==> src/rtl/cnt_pwm_gen.sv <==
// PWM generator slaved to an upstream 4-bit down counter, with
// a shadowed duty register and a saturating completed-period counter.
module cnt_pwm_gen #(
  parameter int PCNT_W = 8
) (
  input  logic              clk,
  input  logic              rst,
  input  logic [3:0]        cnt_in,
  input  logic              cnt_valid,
  input  logic [3:0]        duty_in,
  input  logic              duty_valid,
  output logic              duty_ready,
  output logic              pwm_out,
  output logic              period_pulse,
  output logic [PCNT_W-1:0] period_count
);

  localparam logic [1:0] S_IDLE = 2'd0;
  localparam logic [1:0] S_SYNC = 2'd1;
  localparam logic [1:0] S_RUN  = 2'd2;

  logic [1:0]        r_state;
  logic [3:0]        r_prev_cnt;
  logic              r_prev_valid;
  logic [3:0]        r_duty_act;
  logic [3:0]        r_shadow;
  logic              r_pending;
  logic              r_pwm;
  logic              r_pulse;
  logic [PCNT_W-1:0] r_pcnt;

  logic              w_wrap;
  logic              w_xfer;
  logic [3:0]        w_duty_eff;
  logic              w_pwm_nxt;
  logic              w_pulse_nxt;
  logic [1:0]        w_state_nxt;

  assign w_wrap = cnt_valid && r_prev_valid &&
                  (r_prev_cnt == 4'h0) && (cnt_in == 4'hF);

  assign duty_ready = rst || !r_pending;
  assign w_xfer     = duty_valid && !r_pending;

  // Duty that governs the period starting in this cycle
  always_comb begin
    w_duty_eff = r_duty_act;
    if (w_wrap) begin
      if (w_xfer)
        w_duty_eff = duty_in;
      else if (r_pending)
        w_duty_eff = r_shadow;
    end
  end

  assign w_pwm_nxt = ((r_state == S_RUN) || w_wrap) && cnt_valid &&
                     (cnt_in > (4'hF - w_duty_eff));

  assign w_pulse_nxt = w_wrap && (r_state != S_IDLE);

  always_comb begin
    w_state_nxt = r_state;
    unique case (r_state)
      S_IDLE: if (cnt_valid) w_state_nxt = S_SYNC;
      S_SYNC: begin
        if (!cnt_valid)  w_state_nxt = S_IDLE;
        else if (w_wrap) w_state_nxt = S_RUN;
      end
      S_RUN:  if (!cnt_valid) w_state_nxt = S_IDLE;
      default: w_state_nxt = S_IDLE;
    endcase
  end

  always_ff @(posedge clk) begin
    if (rst) begin
      r_state      <= S_IDLE;
      r_prev_cnt   <= 4'h0;
      r_prev_valid <= 1'b0;
      r_duty_act   <= 4'h0;
      r_shadow     <= 4'h0;
      r_pending    <= 1'b0;
      r_pwm        <= 1'b0;
      r_pulse      <= 1'b0;
      r_pcnt       <= '0;
    end else begin
      r_state      <= w_state_nxt;
      r_prev_cnt   <= cnt_in;
      r_prev_valid <= cnt_valid;
      r_pwm        <= w_pwm_nxt;
      r_pulse      <= w_pulse_nxt;
      r_duty_act   <= w_duty_eff;
      if (w_wrap) begin
        r_pending <= 1'b0;
      end else if (w_xfer) begin
        r_shadow  <= duty_in;
        r_pending <= 1'b1;
      end
      if (w_pulse_nxt && (r_pcnt != '1))
        r_pcnt <= r_pcnt + PCNT_W'(1);
    end
  end

  assign pwm_out      = r_pwm;
  assign period_pulse = r_pulse;
  assign period_count = r_pcnt;

endmodule

==> config.mk <==
export PLATFORM = sky130hd
export DESIGN_NAME = cnt_pwm_gen
export DESIGN_NICKNAME = d
export VERILOG_FILES = /design/src/rtl/cnt_pwm_gen.sv
export SDC_FILE = /design/constraint.sdc
export NUM_CORES = 1
export LEC_CHECK = 0
export BUFFER_PORTS_ARGS = -buffer_cell sky130_fd_sc_hd__buf_2
export CAP_MARGIN = 20
export CORE_MARGIN = 2
export CORE_UTILIZATION = 35
export CTS_CLUSTER_DIAMETER = 150
export DETAILED_ROUTE_END_ITERATION = 7
export SETUP_SLACK_MARGIN = 0.1
export SLEW_MARGIN = 15
export SYNTH_ARGS = -nofsm -noshare
export SYNTH_HDL_FRONTEND = slang
export SYNTH_SLANG_ARGS = --single-unit
==> constraint.sdc <==
create_clock -name clk -period 3.1 [get_ports clk]
set_input_delay 0.775 -clock clk [delete_from_list [all_inputs] [get_ports clk]]
set_output_delay 0.775 -clock clk [all_outputs]
set_load 0.02 [all_outputs]
==> results.toml <==
[status]
status = "finished, final reports clean"

[worst_hold_path]
min_path_type = "flip-flop to flip-flop"
min-delay-start = "r_shadow[0]"
hold_depth = 2

[clock_network]
root_buffer = "clkbuf_4"
cts_setup_buffers = 0
insertion_delay_ns = 0.32
clkTransAtPathRegs_ns = 0.14
h-tree-depth = 1
numCtsBuffers = 3
max-clock-path-buffers = 2
holdBufCountCts = 0
cts_resized = 0
tritoncts = "yes"
clock-sinks = 26

[final_layout]
diodes = 0
layout.nets = 176
drive_above_1_share_pct = 21.52
fin_area_mm2 = 0.001419
area_growth_pct = 15.24

[power_and_ir_drop]
p_leak_nw = 0.5854
peakVddDrop_mv = 0.1340
cellPowerDensity_mw_per_mm2 = 398.6

[detailed_routing]
first_iter_violations = 57
totalWireLength_um = 2500
via_per_inst = 5.127
vias = 1046
routedWlPerCell_um = 12.25
first_pass_iters = 4
final_antenna_net_count = 0
drc = 0

[critical_path]
cp-start-kind = "primary input"
startpoint = "cnt_in[2]"
cp.arrival_ns = 2.53
reg2reg_depth = 8
cp.required_ns = 3.32
r2r-start = "r_pending"
path_max_fanout = 5
endpoint_kind = "flip-flop"
worst-setup-path-type = "primary input to flip-flop"

[logic_synthesis]
avgSynthCellArea_um2 = 9.053
yosysTopAreaCell = "dfxtp_1"
async_flop_share_pct = 0
synth.top_cell.area_share_pct = 42.28
syn-num-nets = 153
yosys-top-cells-area = "dfxtp_1 42%, ha_1 5.1%, nor2b_1 5.1%"
syn_area_mm2 = 0.001231
synthCells = 136
ys.flop_type = "dfxtp_1"
ys_ff_latch = 26
synth_edf_count = 0
synth_seq_area_share_pct = 42.28
yosys_warnings = 0
synth_cell_types = 38

[sta]
fmax_mhz = 433.4
clock_skew_ns = 0.005570
drv_slew = 0
post-route-period-util_pct = 74.43
min_period_ns = 2.307
hold_violations = 0
maxSlewHeadroom_pct = 64.96
worstMarginPinSlew_ns = 0.5255
setup_viol = 0
rsz0062_at_grt = "no"
finalHoldWorstSlack_ns = 0.5132
setup_tns_ns = 0

[place]
hpwl_um = 1924
gp_congestion = 0.7975
io_buffers = 22
placed_area_mm2 = 0.001383

[floorplanning]
io_pins = 23
die_w_um = 63.31
core_mm2 = 0.003363
num_rows = 21
die-height_um = 63.31
die_area_mm2 = 0.004008
start_util_pct = 36.61

[run]
drv_cap = 0

[global_routing]
grt_pass1_wl_um = 4402
grt-ovfl-total = 0
antenna_found_initial = 0
track_usage_pct = 13.67
grt_pass1_vias = 1018
grt_max_degree = 25
==> routing by layer <==
metal,part of all wire [%],GRT usage [%],routed length [µm],vias up
li1,-,-,-,538
met1,48,17.81,1212,483
met2,46,21.41,1148,20
met3,4.0,3.393,101,5
met4,1.5,5.978,38,0
met5,0,0,0,-
==> power by group <==
group / leakage [nW] / internal, W / switching (W)
logic: 0.352 / 0.0000210 / 0.0000267
clock network: 0.0210 / 0.0000717 / 0.0000979
registers: 0.212 / 0.000342 / 0.00000582
==> registers in the layout, summed over array words and instances (netlist names) <==
register,count
period_count,8
r_duty_act,4
r_prev_cnt,4
r_shadow,4
r_state,2
period_pulse,1
pwm_out,1
r_pending,1
r_prev_valid,1
==> worst paths after layout <==
kind / endpoint / slack [ns]
worst min register to register: r_shadow[0] / 0.51
worst min-delay path: r_shadow[0] / 0.51
worst max-delay path: pwm_out / 0.79
worst max register to register: pwm_out / 0.97
==> cells in the mapped netlist (all sizes together) (5+ instances only) <==
cell   number
nand2      10
nor2       12
a21oi       8
nor2b      10
nor3        6
inv         5
mux2i       5
dfxtp      26
ha          5
o21ai       6
==> critical path, stage by stage <==
cell and delay, ns:
buf_2 0.09, and4_1 0.31, nand4_1 0.22, a22o_1 0.31, ha_1 0.29, nor2b_1 0.14
o21a_1 0.17, o21ai_0 0.14, a21oi_1 0.08
==> cells in the final DEF, fill, tap and decap left out, drive strengths merged, types with 5 or more instances in the layout <==
cell and n:
dfxtp 26, nor2 12, a21oi 8, nor2b 10, ha 5, o21ai 6, nand2 10, mux2i 5
inv 5, buf 24, nor3 6
==> metrics by stage <==
step	utilization, %	cells	worst slack [ns]	total power [W]
6_report	42.19	204	0.7927	0.0005656
3_5_place_dp	41.11	200	0.4803	0.0004037
5_1_grt	42.19	204	0.7270	0.0005962
4_1_cts	42.19	204	0.8413	0.0005740
3_3_place_gp	41.11	200	0.5556	0.0004024
2_1_floorplan	-	136	0.6572	0.0003847
==> final cells by class <==
cell class | instances | area (µm²)
Fill cell | 375 | 1944
Multi-Input combinational cell | 99 | 660.6
Sequential cell | 26 | 520.5
Timing Repair Buffer | 24 | 125.1
Tap cell | 46 | 57.56
Clock buffer | 4 | 36.28
Inverter | 5 | 18.77
==> cells by family (layout without fill, tap and decap cells) <==
| family | after synthesis | count (layout) | synth area share (%) |
|---|---|---|---|
| multiplexers | 6 | 6 | 4.980 |
| flip-flops | 26 | 26 | 42.28 |
| AND/OR/NAND/NOR | 59 | 59 | 27.14 |
| adder cells (fa/ha/maj) | 5 | 5 | 5.081 |
| AO/OA/AOI/OAI | 29 | 29 | 16.46 |
| buffers and inverters | 11 | 33 | 4.064 |
Note: power is estimated with default switching activity, not from simulation.
